--- config.mk ---
export PLATFORM = sky130hd
export DESIGN_NAME = fll_clk_gate_ctrl
export DESIGN_NICKNAME = d
export VERILOG_FILES = /design/src/rtl/fll_clk_pkg.sv /design/src/rtl/fll_clk_sat_cnt.sv /design/src/rtl/fll_clk_gate_ctrl.sv
export SDC_FILE = /design/constraint.sdc
export NUM_CORES = 1
export LEC_CHECK = 0
export CAP_MARGIN = 5
export CORE_MARGIN = 2
export CORE_UTILIZATION = 40
export DETAILED_ROUTE_END_ITERATION = 7
export PLACE_DENSITY = 0.69
export SYNTH_ARGS = -nofsm -noshare
export SYNTH_HDL_FRONTEND = slang
export SYNTH_SLANG_ARGS = --single-unit
--- constraint.sdc ---
create_clock -name clk_i -period 3.7 [get_ports clk_i]
set_input_delay 0.925 -clock clk_i [delete_from_list [all_inputs] [get_ports clk_i]]
set_output_delay 0.925 -clock clk_i [all_outputs]
set_load 0.1 [all_outputs]
--- src/rtl/fll_clk_pkg.sv ---
// Shared types and defaults for the FLL clock-gate controller.
// State encodings are fixed because state_o exposes them directly.
package fll_clk_pkg;

    typedef enum logic [1:0] {
        ST_OFF   = 2'd0,
        ST_WAKE  = 2'd1,
        ST_ON    = 2'd2,
        ST_DRAIN = 2'd3
    } fll_state_e;

    localparam int unsigned FLL_CNT_W_DEF  = 8;
    localparam int unsigned FLL_STAT_W_DEF = 32;

    function automatic logic state_en(fll_state_e s);
        return (s != ST_OFF);
    endfunction

    function automatic logic state_ack(fll_state_e s);
        return (s == ST_ON) || (s == ST_DRAIN);
    endfunction

endpackage

--- src/rtl/fll_clk_sat_cnt.sv ---
// Saturating up-counter with synchronous clear; clear takes priority over increment.
// Holds at all-ones instead of wrapping.
module fll_clk_sat_cnt #(
    parameter int unsigned W = 8
) (
    input  logic         clk_i,
    input  logic         rst_i,
    input  logic         clr_i,
    input  logic         inc_i,
    output logic [W-1:0] cnt_o
);

    logic [W-1:0] cnt_q, cnt_d;

    always_comb begin
        cnt_d = cnt_q;
        if (clr_i) begin
            cnt_d = '0;
        end else if (inc_i && (cnt_q != '1)) begin
            cnt_d = cnt_q + 1'b1;
        end
    end

    always_ff @(posedge clk_i) begin
        if (rst_i) begin
            cnt_q <= '0;
        end else begin
            cnt_q <= cnt_d;
        end
    end

    assign cnt_o = cnt_q;

endmodule

--- src/rtl/fll_clk_gate_ctrl.sv ---
// Enable/acknowledge sequencer for an external FLL clock gate, with off-cycle statistics.
// state | meaning
// OFF   | clock disabled, ack low
// WAKE  | clock enabled, waiting on_settle cycles before ack
// ON    | clock enabled and acknowledged
// DRAIN | request dropped, waiting off_delay idle cycles before disabling
module fll_clk_gate_ctrl
    import fll_clk_pkg::*;
#(
    parameter int unsigned CNT_W    = FLL_CNT_W_DEF,
    parameter logic        RESET_ON = 1'b1,
    parameter int unsigned STAT_W   = FLL_STAT_W_DEF
) (
    input  logic              clk_i,
    input  logic              rst_i,
    input  logic              clk_req_i,
    input  logic              busy_i,
    input  logic [CNT_W-1:0]  on_settle_i,
    input  logic [CNT_W-1:0]  off_delay_i,
    input  logic              stat_clr_i,
    output logic              clk_en_o,
    output logic              clk_ack_o,
    output logic [1:0]        state_o,
    output logic [STAT_W-1:0] off_cycles_o
);

    localparam fll_state_e RST_STATE = RESET_ON ? ST_ON : ST_OFF;

    fll_state_e       state_q, state_d;
    logic [CNT_W-1:0] cnt_q, cnt_d;
    logic             en_q, ack_q;
    logic             cnt_zero;

    assign cnt_zero = (cnt_q == '0);

    always_comb begin
        state_d = state_q;
        cnt_d   = cnt_q;
        unique case (state_q)
            ST_OFF: begin
                if (clk_req_i) begin
                    state_d = ST_WAKE;
                    cnt_d   = on_settle_i;
                end
            end
            ST_WAKE: begin
                if (!clk_req_i) begin
                    state_d = ST_DRAIN;
                    cnt_d   = off_delay_i;
                end else if (cnt_zero) begin
                    state_d = ST_ON;
                end else begin
                    cnt_d = cnt_q - 1'b1;
                end
            end
            ST_ON: begin
                if (!clk_req_i) begin
                    state_d = ST_DRAIN;
                    cnt_d   = off_delay_i;
                end
            end
            ST_DRAIN: begin
                // A returning request beats busy so the clock never blips off.
                if (clk_req_i) begin
                    state_d = ST_ON;
                end else if (busy_i) begin
                    cnt_d = off_delay_i;
                end else if (cnt_zero) begin
                    state_d = ST_OFF;
                end else begin
                    cnt_d = cnt_q - 1'b1;
                end
            end
            default: begin
                state_d = RST_STATE;
            end
        endcase
    end

    // en/ack are flopped from the next state so the gate latch sees a clean flop output.
    always_ff @(posedge clk_i) begin
        if (rst_i) begin
            state_q <= RST_STATE;
            cnt_q   <= '0;
            en_q    <= RESET_ON;
            ack_q   <= RESET_ON;
        end else begin
            state_q <= state_d;
            cnt_q   <= cnt_d;
            en_q    <= state_en(state_d);
            ack_q   <= state_ack(state_d);
        end
    end

    fll_clk_sat_cnt #(
        .W (STAT_W)
    ) u_off_cnt (
        .clk_i (clk_i),
        .rst_i (rst_i),
        .clr_i (stat_clr_i),
        .inc_i (~en_q),
        .cnt_o (off_cycles_o)
    );

    assign clk_en_o  = en_q;
    assign clk_ack_o = ack_q;
    assign state_o   = state_q;

endmodule

## Yosys cells after proc, flatten, opt, wreduce, memory -nomap -nowiden

Cells that the tools add are included.

| operators by class | value |
|---|---|
| bitwise gates (word level) | 1 |
| equality and inequality tests | 9 |
| divide/modulo/power cells | 0 |
| multipliers | 0 |
| multiplexer cells | 15 |
| $lt $le $gt $ge | 0 |
| shift operators | 0 |
| add/subtract/negate cells | 2 |
| reductions and logical operators | 7 |

Operators with widths:

| kind | number |
|---|---|
| 2-to-1 mux 8 bit | 6 |
| adder 32 x 1 -> 32 bit (second input constant) | 1 |
| inequality test 32 bit (second input constant) | 1 |
| one-hot mux 8 bit (4 select lines) | 1 |
| 2-to-1 mux 2 bit | 7 |
| equality test 2 bit (second input constant) | 4 |
| zero test 8 bit | 1 |
| one-hot mux 2 bit (4 select lines) | 1 |
| subtractor 8 x 1 -> 8 bit (second input constant) | 1 |
| inequality test 2 bit (second input constant) | 3 |
| AND reduction 3 bit | 1 |
| equality test 2 x 1 -> 1 bit (second input constant) | 1 |
| zero test 2 bit | 1 |
| nonzero test 2 bit | 1 |
| OR reduction 2 bit | 1 |
| logical AND 1 bit | 1 |
| logical OR 1 bit | 1 |
| NOT 1 bit | 1 |

| storage, ports and cells | value |
|---|---|
| output and inout bits | 36 |
| latch bits | 0 |
| RAM bits | 0 |
| ROM bits | 0 |
| bits of input ports | 21 |
| memories kept | 0 |
| register bits after elaboration | 44 |

## Longest topological paths before layout

Gate-level depths: netlist of run 1.

| depth | value |
|---|---|
| word-level depth | 7 |
| mapped depth | 7 |

## Modules after synthesis

A second synthesis of run 1 with hierarchy kept.

| unflattened totals | value |
|---|---|
| cell total of the unflattened synthesis | 328 |
| area, all modules | 2617.5 µm² |

By module, submodules not included:

| module | area an instance (µm²) | cells each | times used | sequential area each (µm²) |
|---|---|---|---|---|
| fll_clk_sat_cnt | 1620.3 | 198 | 1 | 640.6 |
| fll_clk_gate_ctrl | 997.2 | 130 | 1 | 240.2 |

## Worst setup path before layout of run 1

OpenSTA, ideal clock, no wires.

| timing path | value |
|---|---|
| kind | reg2reg |
| start | register u_off_cnt.cnt_q[14] (netlist: u_off_cnt.cnt_o[14]) |
| end | register u_off_cnt.cnt_q[5] (netlist: u_off_cnt.cnt_o[5]) |
| library setup time | 115 ps |
| period minus slack after synthesis | 2682 ps |
| path buffers | 2 |
| stages on the path, launching flop included | 8 |
| data arrival time | 2567 ps |
| slack | 1018 ps |
| path through | dfxtp_1 nand4_1 nor4_4 and4bb_1 buf_2 buf_2 nor4_1 o21a_1 |

| on the way | value |
|---|---|
| cells in the longest elaborated chain, start to end | 2 |

RTL lines:

| element | RTL line | RTL |
|---|---|---|
| start: declaration | fll_clk_sat_cnt.sv:13 | `logic [W-1:0] cnt_q, cnt_d;` |
| start signal: assignment | fll_clk_sat_cnt.sv:28 | `cnt_q <= cnt_d;` |
| inequality test 32 bit | fll_clk_sat_cnt.sv:19 | `end else if (inc_i && (cnt_q != '1)) begin` |
| logical AND 1 bit | fll_clk_sat_cnt.sv:19 |  |

No other way between the ends.
A chain may end at the register's enable or synchronous reset.

## Worst setup path after layout of run 1

| timing path | value |
|---|---|
| start | register u_off_cnt.cnt_q[15] (netlist: u_off_cnt.cnt_o[15]) |
| end | output port off_cycles_o[15] |

RTL lines:

| element | RTL line | RTL |
|---|---|---|
| end: declaration | fll_clk_gate_ctrl.sv:24 | `output logic [STAT_W-1:0] off_cycles_o` |

No word-level cell between the ends.

==> out/results.ini, run 1 <==
[status]
status = finished clean

[worst_setup_path]
required_ps = 2770
crit_buf_inv = 1
arrival_ps = 1890
path_class = register to primary output
r2r-start = u_off_cnt.cnt_o[14]$_SDFFE_PP0P_
crit_path_end_kind = primary output
cpMaxStageDelayCell = clkdlybuf4s50_1
crit_family = buffers and inverters
crit_chain = clkdlybuf4s50_1
startpoint = u_off_cnt.cnt_o[15]$_SDFFE_PP0P_
start_kind = register
cp_slowest_stage_delay_ps = 1160
crit_fanout = 6

[synthesis]
yosysWarnings = 0
ys.flop_type = dfxtp_1
yosysTopAreaCell = dfxtp_1
synth_top_area_share_pct = 34.5
syn_inst = 325
syn_area_um2 = 2550
ys_seq_area_share_pct = 34.5
synth.avg_cell_area_um2 = 7.85
synth-seq-cells = 44
syn-num-nets = 349
synth_cell_type_count = 51
synthTopCellsByArea = dfxtp_1, a21oi_1, o21ai_0, or3_1, a221oi_1
synth-edff-count = 0
postSynth.asyncResetShare_pct = 0

[floorplanning]
fp.dieH_um = 83.9
start_util_pct = 40.9
core_area_um2 = 6240
die_x_um = 83.9
die-area_um2 = 7030
fp-row-count = 29
num_io_pins = 57

[sta]
setup_violations = 0
whs_ps = 500
worst_pin_slew_ps = 982
min_period_over_period_pct = 76.1
finClkSkew_ps = 5.65
relSlewSlack_pct = 34.3
max_clock_freq_mhz = 355
timing_hold_violations_final = 0
rsz0062_at_grt = no
fin_crit_ps = 2820
finalMaxSlewViolations = 0
fin_tns_setup_ps = 0

[final_layout]
n_antenna_cell = 0
finalNetCount = 398
drive_gt1_share_pct = 11.5
nFillCells = 594
multi_input_area_um2 = 1540
final-seq-area_um2 = 881
syn2layout_area_growth_pct = 27.2

[clock_network]
max-clock-path-buffers = 2
cts_tree = done
post_cts_resized = 0
clkLatencyLatePin_ps = 300
cts.sink_count = 44
clk_pin_slew_ps = 90
cts_max_level = 2
numCtsBuffers = 5
post-cts-setup-buffers = 0
root_buffer = clkbuf_8
hold_buffers = 0

[power_and_ir_drop]
powerDensity_nw_per_um2 = 319
p_leak_nw = 1.16
ir_worst_vdd_v = 0.000193

[global_route]
grt_pass1_vias = 2316
grt_max_degree = 31
track_usage_pct = 18.0
grt_pass1_wl_um = 10700
grt_overflow = 0
antenna_found_initial = 0

[drt]
dr.pass1.iters = 4
wl_per_cell_um = 14.2
num_vias = 2647
drc = 0
routed_wl_um = 6430
vias_per_cell = 5.86
ant_nets = 0
drt-initial-drc-count = 195

[placed_design]
finalWeightedCongestion = 0.828
port-buffer-count = 56
dp_hpwl_um = 4550

[hold_path]
min-delay-start = u_off_cnt.cnt_o[18]$_SDFFE_PP0P_
min_path_type = register to register

[flow_run]
maxCapViolations = 0

worst paths after layout:
check                                      to  slack [ps]  cells past startpoint
max                          off_cycles_o[15]         880                      1
min          u_off_cnt.cnt_o[18]$_SDFFE_PP0P_         500                      2
max reg2reg   u_off_cnt.cnt_o[5]$_SDFFE_PP0P_        1200                      6
min reg2reg  u_off_cnt.cnt_o[18]$_SDFFE_PP0P_         500                      2
metrics by stage:
step	cell area, µm²	util (%)	total power, W	worst slack [ps]	std cells
2_1_floorplan	2550	-	0.000591	1020	325
3_3_place_gp	3120	50.0	0.000635	899	444
3_5_place_dp	3120	50.0	0.000637	872	444
4_1_cts	3250	52.0	0.00105	873	452
5_1_grt	3250	52.0	0.00108	831	452
6_report	3250	52.0	0.00104	884	452
cells in the mapped netlist (all sizes together) (2+ instances only):
master	number
nand2	22
o21a	2
and3	5
o311ai	2
a221oi	10
nor3b	2
a211o	5
o41ai	2
nand2b	10
nor3	12
and4	4
inv	14
ha	3
a31oi	2
and2	5
o211ai	3
a21o	5
nand4b	2
or4	6
o31ai	4
xor2	2
a21oi	39
nor4	3
buf	6
or3	21
nand3	10
nor2	14
o21ai	25
o21bai	3
nand4	13
clkbuf	13
dfxtp	44
layout make-up:
class / instances / area share (%)
Timing Repair Buffer: 61 / 17.0
Multi-Input combinational cell: 248 / 47.3
Clock inverter: 1 / 0.925
Clock buffer: 7 / 2.97
Sequential cell: 44 / 27.1
Inverter: 14 / 1.62
Tap cell: 77 / 2.97
where the power goes:
| part | total [W] | leakage (nW) | internal, W | switching, W |
|---|---|---|---|---|
| Combinational | 0.000132 | 0.744 | 0.0000596 | 0.0000724 |
| Clock | 0.000408 | 0.0645 | 0.000238 | 0.000170 |
| Sequential | 0.000495 | 0.356 | 0.000483 | 0.0000127 |
| Total | 0.00104 | 1.16 | 0.000781 | 0.000255 |
cells in the final DEF (no fill, tap or decap), drive strengths merged, types with 4 or more instances in the layout:
master	netlist	final
nand3	10	10
clkbuf	13	7
and3	5	5
a211o	5	5
nand2	22	22
o31ai	4	4
nand2b	10	10
nor2	14	14
inv	14	14
nor3	12	12
buf	6	23
or3	21	21
clkdlybuf4s50	0	38
nand4	13	13
a21oi	39	39
or4	6	6
and2	5	5
a21o	5	5
o21ai	25	25
a221oi	10	10
and4	4	4
dfxtp	44	44
cells by family after synthesis:
kind of cell             Yosys count  synth area share [%]
AND/OR/NAND/NOR                  135                  31.2
AO/OA/AOI/OAI                    108                  26.8
XOR/XNOR                           2                 0.687
buffers and inverters             33                  5.25
flip-flops                        44                  34.5
adder cells (fa/ha/maj)            3                  1.47
per-layer routing:
metal / vias up / part of all wire [%] / global-route usage [%]
met3: 7 / 4.4 / 3.86
li1: 1334 / - / -
met2: 63 / 46 / 29.0
met1: 1243 / 48 / 24.3
met5: - / 0 / 0
met4: 0 / 1.3 / 5.28
registers in the layout, indices dropped and copies added (netlist names):
signal / flops
clk_ack_o: 1
clk_en_o: 1
cnt_q: 8
state_o: 2
u_off_cnt.cnt_o: 32
No activity file was read; power rests on OpenSTA's default activity.
==> inputs of run 2 (changes only) <==
Clock period 3.7 ns to 2.6 ns, I/O delays scaled along.
==> out/results.ini, run 2 (synthesis results as in run 1) <==
[status]
status = finished clean

[final_layout]
syn2layout_area_growth_pct = 26.7
drive_gt1_share_pct = 18.2  ; +6.7 points
largest_reg_flops = 32  ; unchanged
finalNetCount = 402  ; +1.0%
final_common_cell = buf_4
nFillCells = 625  ; +5.2%
n_antenna_cell = 0  ; unchanged
final_cell_mix = buf_4, dfxtp_1, a21oi_1

[global_route]
track_usage_pct = 18.4  ; +0.36 points
grt_max_degree = 27  ; -13%
grt_pass1_wl_um = 10800  ; +1.4%
antenna_found_initial = 0  ; unchanged
grt_overflow = 0  ; unchanged
grt_pass1_vias = 2412  ; +4.1%

[worst_setup_path]
cp_slowest_stage_delay_ps = 690  ; -470 ps
crit_family = flip-flops
crit_chain = buf_4 -> buf_12
required_ps = 1950  ; -820 ps
arrival_ps = 1470  ; -420 ps
start_kind = register
r2r-start = u_off_cnt.cnt_o[16]$_SDFFE_PP0P_
crit_buf_inv = 2  ; +1
rr_endpoint = u_off_cnt.cnt_o[2]$_SDFFE_PP0P_
cpMaxStageDelayCell = dfxtp_1
crit_fanout = 18  ; +12
path_class = register to primary output
r2r_slack_ps = 560  ; -640 ps
crit_path_end_kind = primary output
reg2reg_depth = 6  ; unchanged

[drt]
wl_per_cell_um = 14.4  ; +1.2%
routed_wl_um = 6570  ; +2.1%
drc = 0  ; unchanged
drt-initial-drc-count = 117  ; -40%
ant_nets = 0  ; unchanged
dr.pass1.iters = 6  ; +2
num_vias = 2639  ; -0.30%
vias_per_cell = 5.79  ; -1.2%

[placed_design]
dpl_worst_slack_ps = 268  ; -604 ps
dp_hpwl_um = 4740  ; +4.2%
finalWeightedCongestion = 0.818  ; -1.2%
port-buffer-count = 56  ; unchanged

[flow_run]
maxCapViolations = 0  ; unchanged

[floorplanning]
start_util_pct = 40.9  ; unchanged
die_x_um = 83.9  ; unchanged
fp-row-count = 29  ; unchanged
fp.dieH_um = 83.9  ; unchanged
core_area_um2 = 6240  ; unchanged
die-area_um2 = 7030  ; unchanged
num_io_pins = 57  ; unchanged

[sta]
fin_tns_setup_ps = 0  ; unchanged
min_period_over_period_pct = 81.4
worst_pin_slew_ps = 576  ; -406 ps
timing_hold_violations_final = 0  ; unchanged
timing.final.ws_setup_ps = 484  ; -400 ps
relSlewSlack_pct = 61.5  ; +27 points
finalMaxSlewViolations = 0  ; unchanged
rsz0062_at_grt = no
finClkSkew_ps = 14.7  ; +9.04 ps
max_clock_freq_mhz = 473
setup_violations = 0  ; unchanged
fin_crit_ps = 2120

[clock_network]
post-cts-setup-buffers = 0  ; unchanged
hold_buffers = 0  ; unchanged
clk_pin_slew_ps = 100  ; about the same
root_buffer = clkbuf_8
numCtsBuffers = 5  ; unchanged
clkLatencyLatePin_ps = 310  ; about the same
post_cts_resized = 0  ; unchanged
max-clock-path-buffers = 2  ; unchanged
cts_max_level = 2  ; unchanged
cts.sink_count = 44  ; unchanged
cts_tree = done

[power_and_ir_drop]
powerDensity_nw_per_um2 = 424  ; +33%
ir_worst_vdd_v = 0.000214  ; +11%
p_leak_nw = 1.21  ; +3.9%

[hold_path]
min-delay-start = u_off_cnt.cnt_o[18]$_SDFFE_PP0P_
holdPathStages = 2  ; unchanged
hold_end = u_off_cnt.cnt_o[18]$_SDFFE_PP0P_
min_path_type = register to register

==> run 2: cell count changes in the layout (fill, tap and decap cells not counted), sizes merged <==
cell,change
buf,+22
bufinv,-1
clkbuf,-1
clkdlybuf4s50,-18
clkinvlp,+2
==> run 2: layout make-up <==
class	count	area [µm²]	share of cell area, %
multi-input combinational	248	1540	47.5
sequential	44	886	27.4
clock buffer	6	82.6	2.56
clock inverter	2	15.0	0.465
tap	77	96.3	2.98
timing repair buffer	65	563	17.4
inverter	14	52.6	1.63
==> run 2: how the worst max path moves through the flow <==
stage / from / to / cells past startpoint / slack [ps]
after detailed placement: clk_req_i / cnt_q[7]$_SDFFE_PP0P_ / 7 / 270
after global placement: clk_req_i / cnt_q[2]$_SDFFE_PP0P_ / 6 / 310
after global routing: cnt_q[5]$_SDFFE_PP0P_ / cnt_q[0]$_SDFFE_PP0P_ / 5 / 330
after floorplan: u_off_cnt.cnt_o[5]$_SDFFE_PP0P_ / u_off_cnt.cnt_o[22]$_SDFFE_PP0P_ / 5 / 3
after CTS: state_o[1]$_SDFF_PP1_ / state_o[1] / 2 / 480
final: state_o[1]$_SDFF_PP1_ / state_o[1] / 2 / 480
==> run 2: worst register-to-register path: stages, from the launching register on <==
cell      delay [ps]
dfxtp_1          400
nand4_1          230
nor4_4           490
and4bb_1         340
buf_4            240
o311ai_0         140
o41ai_1          100
==> run 2: power breakdown <==
part	total [W]	leakage [nW]	switching, W	internal (W)
Clock	0.000473	0.0434	0.000258	0.000215
Sequential	0.000705	0.359	0.0000182	0.000687
Combinational	0.000191	0.808	0.000104	0.0000877
Total	0.00137	1.21	0.000379	0.000990
==> run 2: per-layer routing <==
metal	vias to the layer above	share of wire (%)	GRT usage [%]
met2	56	47	30.0
met1	1237	48	24.2
met3	8	3.8	3.86
met5	-	0	0
li1	1338	-	-
met4	0	1.5	6.01
==> run 2: through the flow <==
stage | hold WS [ps] | util (%) | power (W) | area [µm²] | cells
floorplan | 459 | - | 0.000841 | 2560 | 325
global placement | 483 | 50.2 | 0.000908 | 3130 | 448
detailed placement | 494 | 50.2 | 0.000910 | 3130 | 448
CTS | 509 | 51.8 | 0.00138 | 3230 | 456
global route | 526 | 51.8 | 0.00143 | 3230 | 456
finish | 509 | 51.8 | 0.00137 | 3230 | 456
==> inputs of run 3 (changes only) <==
Settings changed: PLACE_DENSITY 0.69 to 0.71.
Clock period 2.6 ns to 1.9 ns, I/O delays scaled along.
==> out/results.ini, run 3 (synthesis results as in run 1) <==
[sta]
rsz0062_at_grt = yes
timing_hold_violations_final = 0  ; unchanged
finClkSkew_ps = 3.43  ; -11.3 ps
worst_pin_slew_ps = 542  ; -34.7 ps
setup_violations = 4  ; +4
fin_tns_setup_ps = -203  ; -203 ps
timing.final.ws_setup_ps = -98.6  ; -582 ps
min_period_over_period_pct = 105
relSlewSlack_pct = 63.6  ; +2.1 points
fin_crit_ps = 2000
finalMaxSlewViolations = 0  ; unchanged
max_clock_freq_mhz = 500

[clock_network]
clk_pin_slew_ps = 80  ; -20 ps
root_buffer = clkbuf_8
numCtsBuffers = 5  ; unchanged
cts.sink_count = 44  ; unchanged
cts_max_level = 2  ; unchanged
max-clock-path-buffers = 2  ; unchanged
hold_buffers = 0  ; unchanged
clkLatencyLatePin_ps = 300  ; about the same
cts_tree = done

[global_route]
track_usage_pct = 20.3  ; +2.0 points
grt_pass1_wl_um = 11900  ; +9.7%
antenna_found_initial = 0  ; unchanged
grt_pass1_vias = 2561  ; +6.2%
grt_overflow = 0  ; unchanged
grt_max_degree = 32  ; +19%

[placed_design]
dp_cells = 479  ; +6.9%
port-buffer-count = 56  ; unchanged
finalWeightedCongestion = 0.874  ; +6.8%
dp_hpwl_um = 5310  ; +12%

[floorplanning]
die_x_um = 83.9  ; unchanged
die-area_um2 = 7030  ; unchanged
num_io_pins = 57  ; unchanged
fp.dieH_um = 83.9  ; unchanged
core_area_um2 = 6240  ; unchanged
start_util_pct = 40.9  ; unchanged
fp-row-count = 29  ; unchanged

[worst_setup_path]
crit_fanout = 6  ; -12
start_kind = register
path_class = register to register
required_ps = 2130  ; +180 ps
crit_path_end_kind = register
arrival_ps = 2230  ; +760 ps

[status]
status = finished with violations
violations = setup timing

[flow_run]
maxCapViolations = 0  ; unchanged

[final_layout]
syn2layout_area_growth_pct = 62.6
final_cell_mix = buf_4, buf_12, a21oi_1
n_antenna_cell = 0  ; unchanged
nFillCells = 506  ; -19%
finalNetCount = 445  ; +11%
largest_reg_flops = 32  ; unchanged
final_common_cell = buf_4
fin_cells = 499  ; +9.4%
drive_gt1_share_pct = 35.5  ; +17 points

[drt]
wl_per_cell_um = 14.7  ; +2.1%
drt-initial-drc-count = 160  ; +37%
routed_wl_um = 7340  ; +12%
drc = 0  ; unchanged
num_vias = 2879  ; +9.1%
vias_per_cell = 5.77  ; -0.31%
dr.pass1.iters = 4  ; -2
ant_nets = 0  ; unchanged

[hold_path]
min_path_type = register to register

[power_and_ir_drop]
ir_worst_vdd_v = 0.000337  ; +57%
powerDensity_nw_per_um2 = 473  ; +12%
p_leak_nw = 1.58  ; +30%

[run 3: final cells by class]
cell class / instances / area (µm²) / area share [%]
Timing Repair Buffer: 108 / 1330 / 32.0
Clock buffer: 6 / 72.6 / 1.75
Sequential cell: 44 / 985 / 23.7
Multi-Input combinational cell: 248 / 1580 / 38.1
Clock inverter: 2 / 35.0 / 0.844
Tap cell: 77 / 96.3 / 2.32
Inverter: 14 / 52.6 / 1.27
[run 3: report_power, final]
part           leakage, nW  internal (W)  switching [W]  total, W
registers            0.379      0.000906      0.0000220  0.000928
logic                 1.14      0.000158       0.000161  0.000319
clock network       0.0552      0.000390       0.000323  0.000713
total                 1.58       0.00145       0.000506   0.00196
[run 3: path summary, 6_finish.rpt]
path	start	slack (ps)	end	cells after the start
min reg2reg	cnt_q[0]$_SDFFE_PP0P_	510	cnt_q[0]$_SDFFE_PP0P_	2
max	u_off_cnt.cnt_o[22]$_SDFFE_PP0P_	-100	u_off_cnt.cnt_o[22]$_SDFFE_PP0P_	6
min	cnt_q[0]$_SDFFE_PP0P_	510	cnt_q[0]$_SDFFE_PP0P_	2
max reg2reg	u_off_cnt.cnt_o[22]$_SDFFE_PP0P_	-100	u_off_cnt.cnt_o[22]$_SDFFE_PP0P_	6
[run 3: metrics by stage]
stage	hold WS (ps)	power [W]	util [%]	setup slack (ps)	area [µm²]
4_1_cts	500	0.00197	64.4	11.0	4020
3_3_place_gp	481	0.00125	62.7	-97.2	3910
6_report	508	0.00196	66.5	-98.6	4150
3_5_place_dp	488	0.00126	62.7	-159	3910
5_1_grt	540	0.00204	66.5	-145	4150
2_1_floorplan	459	0.00112	-	-94.1	2690
[run 3: critical path, stage by stage, from the launching register on]
cell	delay [ps]
dfxtp_4	370
nand4_1	160
nor4_4	60
buf_4	150
a2111o_1	520
or4_4	530
a21oi_2	150
[run 3: repair_timing]
item | 4_1_cts | 5_1_grt
gates resized for setup | 0 | 11
endpoints found under the hold margin | 0 | 0
endpoints found under the setup margin | 0 | 18
setup buffers | 0 | 12
[run 3: layer usage]
metal	up-vias	routed length, µm	global-route usage, %
li1	1425	-	-
met1	1367	3210	27.1
met2	78	3690	34.1
met3	9	344	3.46
met4	0	102	5.57
met5	-	0	0
